## src/rtl/axi_rd_arbiter.sv

```systemverilog
`default_nettype none
// ============================================================================
// axi_rd_arbiter: round-robin fetch/load arbiter onto one AXI read channel,
// single transaction outstanding.                       Revision: 1.0
// ============================================================================
module axi_rd_arbiter #(
  parameter logic [3:0] ID_IF  = 4'd0,
  parameter logic [3:0] ID_MEM = 4'd1
) (
  input  logic        clk,
  input  logic        rstn,
  // instruction fetch port
  input  logic        if_req_i,
  input  logic [63:0] if_addr_i,
  output logic        if_gnt_o,
  output logic        if_rvalid_o,
  output logic        if_rerr_o,
  output logic [63:0] if_rdata_o,
  // data load port
  input  logic        mem_req_i,
  input  logic [63:0] mem_addr_i,
  input  logic [2:0]  mem_size_i,
  output logic        mem_gnt_o,
  output logic        mem_rvalid_o,
  output logic        mem_rerr_o,
  output logic [63:0] mem_rdata_o,
  // AXI read address channel
  output logic [3:0]  arid_o,
  output logic [63:0] araddr_o,
  output logic [7:0]  arlen_o,
  output logic [2:0]  arsize_o,
  output logic [1:0]  arburst_o,
  output logic [2:0]  arprot_o,
  output logic        arvalid_o,
  input  logic        arready_i,
  // AXI read data channel
  input  logic [3:0]  rid_i,
  input  logic [63:0] rdata_i,
  input  logic [1:0]  rresp_i,
  input  logic        rlast_i,
  input  logic        rvalid_i,
  output logic        rready_o,
  output logic        stray_err_o
);

  typedef enum logic [1:0] {
    S_IDLE = 2'd0,
    S_ADDR = 2'd1,
    S_RESP = 2'd2
  } state_t;

  state_t      state_q, state_d;
  logic        owner_q, owner_d;        // 1: load port owns the transaction
  logic        last_mem_q, last_mem_d;  // 1: load port won the last AR handshake
  logic [3:0]  arid_q, arid_d;
  logic [63:0] araddr_q, araddr_d;
  logic [2:0]  arsize_q, arsize_d;
  logic [1:0]  arburst_q, arburst_d;
  logic [2:0]  arprot_q, arprot_d;
  logic        stray_q, stray_d;

  logic any_req;
  logic pick_mem;
  logic load;
  logic gnt_pulse;
  logic done_pulse;

  assign any_req  = if_req_i | mem_req_i;
  assign pick_mem = mem_req_i & (~if_req_i | ~last_mem_q);

  always_comb begin
    state_d    = state_q;
    owner_d    = owner_q;
    last_mem_d = last_mem_q;
    arid_d     = arid_q;
    araddr_d   = araddr_q;
    arsize_d   = arsize_q;
    arburst_d  = arburst_q;
    arprot_d   = arprot_q;
    stray_d    = stray_q;
    load       = 1'b0;
    gnt_pulse  = 1'b0;
    done_pulse = 1'b0;
    rready_o   = 1'b0;

    case (state_q)
      S_IDLE: begin
        if (any_req) load = 1'b1;
      end
      S_ADDR: begin
        if (arready_i) begin
          gnt_pulse  = 1'b1;
          last_mem_d = owner_q;
          state_d    = S_RESP;
        end
      end
      S_RESP: begin
        rready_o = 1'b1;
        if (rvalid_i) begin
          // arid_q still carries the owner's ID, so it doubles as the match key
          if (rlast_i && (rid_i == arid_q)) begin
            done_pulse = 1'b1;
            if (any_req) load = 1'b1;
            else         state_d = S_IDLE;
          end else begin
            stray_d = 1'b1;
          end
        end
      end
      default: state_d = S_IDLE;
    endcase

    if (load) begin
      state_d   = S_ADDR;
      owner_d   = pick_mem;
      arburst_d = 2'b01;
      if (pick_mem) begin
        arid_d   = ID_MEM;
        araddr_d = mem_addr_i;
        arsize_d = mem_size_i;
        arprot_d = 3'b000;
      end else begin
        arid_d   = ID_IF;
        araddr_d = if_addr_i;
        arsize_d = 3'b010;
        arprot_d = 3'b100;
      end
    end
  end

  always_ff @(posedge clk) begin
    if (!rstn) begin
      state_q    <= S_IDLE;
      owner_q    <= 1'b0;
      last_mem_q <= 1'b0;
      arid_q     <= 4'd0;
      araddr_q   <= 64'd0;
      arsize_q   <= 3'd0;
      arburst_q  <= 2'd0;
      arprot_q   <= 3'd0;
      stray_q    <= 1'b0;
    end else begin
      state_q    <= state_d;
      owner_q    <= owner_d;
      last_mem_q <= last_mem_d;
      arid_q     <= arid_d;
      araddr_q   <= araddr_d;
      arsize_q   <= arsize_d;
      arburst_q  <= arburst_d;
      arprot_q   <= arprot_d;
      stray_q    <= stray_d;
    end
  end

  assign arid_o      = arid_q;
  assign araddr_o    = araddr_q;
  assign arlen_o     = 8'd0;
  assign arsize_o    = arsize_q;
  assign arburst_o   = arburst_q;
  assign arprot_o    = arprot_q;
  assign arvalid_o   = (state_q == S_ADDR);
  assign stray_err_o = stray_q;

  // Pulses are masked during reset so an abandoned transaction never completes
  assign if_gnt_o     = rstn & gnt_pulse & ~owner_q;
  assign mem_gnt_o    = rstn & gnt_pulse & owner_q;
  assign if_rvalid_o  = rstn & done_pulse & ~owner_q;
  assign mem_rvalid_o = rstn & done_pulse & owner_q;
  assign if_rerr_o    = if_rvalid_o & (rresp_i != 2'b00);
  assign mem_rerr_o   = mem_rvalid_o & (rresp_i != 2'b00);
  assign if_rdata_o   = rdata_i;
  assign mem_rdata_o  = rdata_i;

endmodule
`default_nettype wire

```

## config.mk

```make
export PLATFORM = sky130hd
export DESIGN_NAME = axi_rd_arbiter
export DESIGN_NICKNAME = d
export VERILOG_FILES = /design/src/rtl/axi_rd_arbiter.sv
export SDC_FILE = /design/constraint.sdc
export NUM_CORES = 1
export LEC_CHECK = 0
export CORE_AREA = 8 8 158 160
export DETAILED_ROUTE_END_ITERATION = 16
export DIE_AREA = 0 0 166 168
export GPL_ROUTABILITY_DRIVEN = 1
export GPL_TIMING_DRIVEN = 0
export PLACE_DENSITY = 0.58
export SLEW_MARGIN = 15
export SYNTH_ARGS = -nofsm -noshare
export SYNTH_HDL_FRONTEND = slang
export SYNTH_SLANG_ARGS = --single-unit
export TNS_END_PERCENT = 100
```

## constraint.sdc

```tcl
create_clock -name clk -period 2.6 [get_ports clk]
set_input_delay 0.65 -clock clk [delete_from_list [all_inputs] [get_ports clk]]
set_output_delay 0.65 -clock clk [all_outputs]
set_load 0.05 [all_outputs]
```

==> results of run 1 <==
## report_power, final
group          leakage [uW]  internal, uW  switching (uW)
sequential         0.000615          1290            87.7
clock              0.000156           840             516
combinational       0.00359          1000            1500
## flip-flops by register name, indices dropped and copies added, names as in the netlist
signal,count
stray_err_o,1
arsize_o,3
owner_q,1
state_q,2
arburst_o,1
arprot_o,1
araddr_o,64
last_mem_q,1
## metal layers
metal  track usage, %  vias to the layer above
met5                0                        -
met4             3.56                        0
met3             6.71                       10
met2             30.1                      239
met1             16.2                     2195
li1                 -                     2345
## cell usage after synthesis (3+ instances only)
cell      instances  share of area [%]
nand2_1           5               0.40
clkbuf_1         17                1.4
mux2i_1          67                 14
o211a_1          66                 14
buf_6             8                1.9
and2_1            3               0.40
nor2_1            4               0.32
dfxtp_1          74                 32
buf_2            12                1.3
buf_4           146                 23
nand3_1          67                7.1
nor2b_1           6               0.80
## critical path, delay by kind of cell
kind          cells  cell delay, ns
buf+inv           2            0.84
simple gates      2            0.38
## final timing paths
path	start	to	slack, ns
max	arready_i	if_gnt_o	0.07
min	arburst_o[0]	arburst_o[0]	0.46
max reg2reg	last_mem_q	araddr_o[11]	0.67
min reg2reg	arburst_o[0]	arburst_o[0]	0.46
## area by class of cell
| type | count | area share, % |
|---|---|---|
| multi-input cells | 251 | 22.2 |
| inverters | 1 | 0.0419 |
| flip-flops and latches | 74 | 16.5 |
| well taps | 285 | 3.98 |
| clock buffers | 9 | 2.51 |
| plain buffers | 183 | 14.7 |
| clock inverters | 6 | 1.02 |
| repair buffers | 352 | 39.0 |
## layout by cell type, fill, tap and decap left out, drive strengths merged
master	instances
bufinv	2
clkbuf	27
inv	2
nand4	2
nor2	4
nand2	5
o21bai	1
clkdlybuf4s15	3
xnor2	1
o211a	66
nand4b	1
o21ai	1
nor4b	1
clkinv	3
a21boi	3
a31oi	1
o21a	2
nor2b	6
and3	2
dfxtp	74
clkdlybuf4s50	338
and2	3
nand3	67
buf	176
nor3	3
conb	14
a21bo	1
mux2i	67
## kinds of logic (layout without fill, tap and decap cells)
group | Yosys count | after routing | share of synthesized area [%]
buffers and inverters | 184 | 551 | 28.0
and+or+nand+nor | 94 | 94 | 10.5
AOI/OAI and AO/OA | 75 | 75 | 15.5
DFF | 74 | 74 | 31.5
muxes | 67 | 67 | 14.3
other | 1 | 14 | 0.0798
xor gates and xnor gates | 1 | 1 | 0.186
## metrics by stage
stage | utilization [%] | cells | total power (uW) | hold WS [ns]
after CTS | 40.1 | 1160 | 5330 | 0.465
after detailed placement | 38.5 | 1143 | 3940 | 0.453
final | 40.0 | 1161 | 5250 | 0.461
after global placement | 38.5 | 1143 | 3930 | 0.445
after global routing | 40.0 | 1161 | 5490 | 0.472
after floorplan | - | 509 | 3000 | 0.483
## timing repair
action | CTS | global route
pin swaps | 4 | 5
setup buffers | 2 | 1
gates resized for setup | 48 | 7
endpoints found under the setup margin | 16 | 5
==> reports/qor.yml, run 1 <==
detailed_routing:
  wirelength_um: 23200
  met1Wirelength_um: 8470
  drtIter0Drc: 114
  first_pass_iters: 4
  dr_total_vias: 4789
  vias_per_cell: 4.12
  routed.top_layer: "met4"
  wl_met3_um: 2130
  ant_nets: 0
  drt-wirelength-per-cell_um: 20.0
  post-route-drc-count: 0
  dr_wl_met2_um: 12400
sta:
  hold_violations: 0
  min_period_ns: 2.53
  fin_setup_tns_ns: 0
  max_freq_ghz: 0.395
  period_share_pct: 97.3
  rsz0062_at_grt: "false"
  setup-violations-final: 0
  slew_viol_final: 0
  worst_slack_ns: 0.0697
  worst_slew_pin_slew_ns: 0.607
  skew_ns: 0.00693
  slew_headroom_pct: 59.5
synth:
  synth_ff_type: "dfxtp_1"
  yosys_warnings: 0
  syn_area_mm2: 0.00470
  syn_inst: 496
  synth_edf_count: 0
  synth_cell_types: 28
  ys_seq_area_share_pct: 31.5
  synth_async_sr_flop_share_pct: 0
  syn_area_per_cell_um2: 9.47
  ys_ff_latch: 74
run:
  maxCapViolations: 0
global_routing:
  grt_max_degree: 14
  grt_pass1_vias: 5097
  track_usage_pct: 16.0
  antenna_found_initial: 0
  grt_pass1_wl_um: 33800
  grt_overflow_total: 0
floorplanning:
  core_mm2: 0.0224
  io_pins: 429
  fp.dieW_um: 166
  start_util_pct: 21.0
  fp-row-count: 55
  die_h_um: 168
  die_area_mm2: 0.0279
clock_tree:
  clock_latency_ns: 0.34
  cts_hold_buf: 0
  cts_buffer_depth: 2
  clkTransAtPathRegs_ns: 0.06
  cts_buffers: 9
  cts.sinks: 74
  cts_tree: "done"
  h-tree-depth: 3
  root_buffer: "clkbuf_16"
finish:
  n_fill_cell: 2286
  drive_gt1_share_pct: 23.1
  design_area_mm2: 0.00896
  antennaDiodeCount: 0
  multi_input_area_mm2: 0.00199
  syn2layout_area_growth_pct: 90.6
  regArea_mm2: 0.00148
  num-nets-final: 1080
setup_path:
  rr_worst_depth: 7
  critPathMaxStageDelay_ns: 0.47
  crit_required_ns: 1.95
  critPathSlowestCell: "clkdlybuf4s50_1"
  startpoint_type: "primary input"
  worst-setup-path-type: "in2out"
  critical_path_arrival_ns: 1.88
  path_cells: "clkdlybuf4s50_1 -> and2_1 -> and3_1 -> clkdlybuf4s15_2"
  crit_path_end_kind: "output port"
  path_max_fanout: 4
pwr:
  vdd_ir_drop_max_v: 0.000272
  p_leak_uw: 0.00436
  power_density_mw_per_mm2: 586
place:
  place_area_mm2: 0.00861
  hpwl_um: 19600
  port_buffers: 349
  gp_congestion: 0.828
  pre_cts_slack_ns: -0.977
worst_hold_path:
  holdCritPathClass: "reg2reg"
  worstHoldPathCells: 1
outcome:
  status: "completed"
Power figures use the tool's default switching activity.
==> inputs of run 2 (changes only) <==
CORE_AREA = 8 8 159 161   (was 8 8 158 160)
DIE_AREA = 0 0 167 169   (was 0 0 166 168)
DONT_BUFFER_PORTS = 1   (was unset)
PLACE_DENSITY = 0.33   (was 0.58)
==> reports/qor.yml, run 2 (synthesized netlist as in run 1, its figures left out) <==
finish:
  largest_reg_flops: 64  # unchanged
  utilization_pct: 24.1  # was 40.0%
  n_fill_cell: 2467  # was 2,286
  multi_input_area_mm2: 0.00203  # was 0.00199 mm^2
  drive_gt1_share_pct: 38.4  # was 23.1%
  final_common_cell: "buf_4"  # was clkdlybuf4s50_1
  num-nets-final: 732  # was 1,080
  syn2layout_area_growth_pct: 17.4  # was 90.6%
  layout_common_cells: "149 x buf_4, 71 x dfxtp_1, 67 x mux2i_1, 67 x nand3_1, 66 x o211a_1"  # was 338 x clkdlybuf4s50_1, 151 x buf_4, 74 x dfxtp_1
  regArea_mm2: 0.00149  # was 0.00148 mm^2
detailed_routing:
  drt-wirelength-per-cell_um: 23.2  # was 20.0 um
  first_pass_iters: 4  # unchanged
  wirelength_um: 19000  # was 23,200 um
  vias_per_cell: 4.40  # was 4.12
  drtIter0Drc: 118  # was 114
  post-route-drc-count: 0  # unchanged
  dr_total_vias: 3604  # was 4,789
  ant_nets: 0  # unchanged
sta:
  slew_viol_final: 0  # unchanged
  skew_ns: 0.0111  # was 0.00693 ns
  rsz0062_at_grt: "true"  # was false
  worst_slack_ns: 0.0729  # was 0.0697 ns
  max_freq_ghz: 0.396  # was 0.395 GHz
  hold_violations: 0  # unchanged
  worst_slew_pin_slew_ns: 0.840  # was 0.607 ns
  slew_headroom_pct: 43.7  # was 59.5%
  setup-violations-final: 0  # unchanged
  period_share_pct: 97.2  # was 97.3%
  min_period_ns: 2.53  # about the same
clock_tree:
  root_buffer: "clkbuf_16"  # unchanged
  clock_latency_ns: 0.34  # about the same
  clkTransAtPathRegs_ns: 0.06  # about the same
  cts_buffers: 9  # unchanged
  cts_tree: "done"  # unchanged
  cts_buffer_depth: 2  # unchanged
  h-tree-depth: 3  # unchanged
  cts.sinks: 74  # unchanged
floorplanning:
  die_area_mm2: 0.0282  # was 0.0279 mm^2
  io_pins: 429  # unchanged
  fp-row-count: 56  # was 55
  fp.dieW_um: 167  # was 166 um
  core_mm2: 0.0229  # was 0.0224 mm^2
  start_util_pct: 20.5  # was 21.0%
  die_h_um: 169  # was 168 um
pwr:
  vdd_ir_drop_max_v: 0.000289  # was 0.000272 V
  power_density_mw_per_mm2: 799  # was 586 mW/mm^2
  p_total_uw: 4410  # was 5250 uW
  p_leak_uw: 0.00299  # was 0.00436 uW
place:
  port_buffers: 0  # was 349
  pre_cts_slack_ns: -0.739  # was -0.977 ns
  hpwl_um: 15800  # was 19,600 um
  gp_congestion: 0.788  # was 0.828
global_routing:
  grt_pass1_wl_um: 26900  # was 33,800 um
  grt_overflow_total: 0  # unchanged
  grt_max_degree: 18  # was 14
  track_usage_pct: 12.6  # was 16.0%
  grt_pass1_vias: 3980  # was 5,097
  antenna_found_initial: 0  # unchanged
setup_path:
  path_cells: "nor2b_4 -> nand4_1 -> buf_6 -> nor3_4"  # was clkdlybuf4s50_1 -> and2_1 -> and3_1 -> clkdlybuf4s15_2
  crit_path_end_kind: "output port"  # unchanged
  startpoint_type: "flop"  # was primary input
  critPathMaxStageDelay_ns: 0.48  # was 0.47 ns
  critPathSlowestCell: "nor3_4"  # was clkdlybuf4s50_1
  worst-setup-path-type: "reg2out"  # was in2out
  path_max_fanout: 4  # unchanged
  critical_path_arrival_ns: 1.88  # about the same
  crit_required_ns: 1.95  # about the same
run:
  maxCapViolations: 0  # unchanged
worst_hold_path:
  holdCritPathClass: "in2reg"  # was reg2reg
outcome:
  status: "completed"  # unchanged
==> run 2: cell count changes in the layout (fill, tap and decap cells not counted), moves of 3 or more <==
cell	previous run	this run
clkinvlp_4	0	3
buf_2	15	12
dfxtp_1	74	71
clkdlybuf4s50_1	338	0
==> run 2: power breakdown <==
group / leakage, uW / switching [uW] / internal [uW]
clock: 0.000128 / 542 / 653
sequential: 0.000616 / 665 / 1290
combinational: 0.00225 / 824 / 432
total: 0.00299 / 2030 / 2380
==> run 2: per-layer routing <==
metal | part of all wire [%] | vias to the layer above | wire [um] | GRT usage [%]
li1 | - | 1658 | - | -
met1 | 35 | 1702 | 6730 | 12.4
met2 | 52 | 222 | 9810 | 22.6
met3 | 11 | 22 | 2150 | 6.66
met4 | 1.7 | 0 | 318 | 3.76
met5 | 0 | - | 0 | 0
==> run 2: metrics by stage <==
stage / hold WS, ns / cell area (um^2) / std cells / setup TNS, ns
after floorplan: 0.483 / 4760 / 509 / -0.396
after global placement: 0.505 / 5120 / 799 / -3.14
after detailed placement: 0.512 / 5120 / 799 / -3.38
after CTS: 0.452 / 5480 / 815 / -0.0210
after global routing: 0.475 / 5510 / 819 / -0.0336
final: 0.469 / 5520 / 820 / 0
==> run 2: worst paths after layout <==
| path | start | endpoint | slack [ns] | cells past startpoint |
|---|---|---|---|---|
| setup / recovery | state_q[1] | if_rerr_o | 0.07 | 4 |
| hold / removal | mem_size_i[0] | arsize_o[0] | 0.47 | 2 |
| setup reg to reg | state_q[1] | araddr_o[0] | 0.45 | 6 |
| hold reg to reg | last_mem_q | last_mem_q | 0.53 | 2 |
==> run 2: timing repair <==
action,CTS,global route
buffers inserted,1,4
setup endpoints to repair,6,4
hold buffers,0,0
pin swaps,3,4
gates resized for setup,18,2
==> run 2: area by class of cell <==
type                            instances  area share (%)
Antenna cell                            1          0.0454
Buffer                                182            23.8
Clock buffer                            9            4.08
Clock inverter                          7           0.975
Inverter                                1          0.0680
Multi-Input combinational cell        251            36.8
Sequential cell                        74            27.0
Tap cell                              290            6.58
Timing Repair Buffer                    5           0.748
==> run 2: worst max-delay path, delay by kind of cell, from the launching register on <==
family / cells / cell delay, ns
AND/OR/NAND/NOR: 3 / 1.02
flip-flops: 1 / 0.34
buffers and inverters: 1 / 0.18
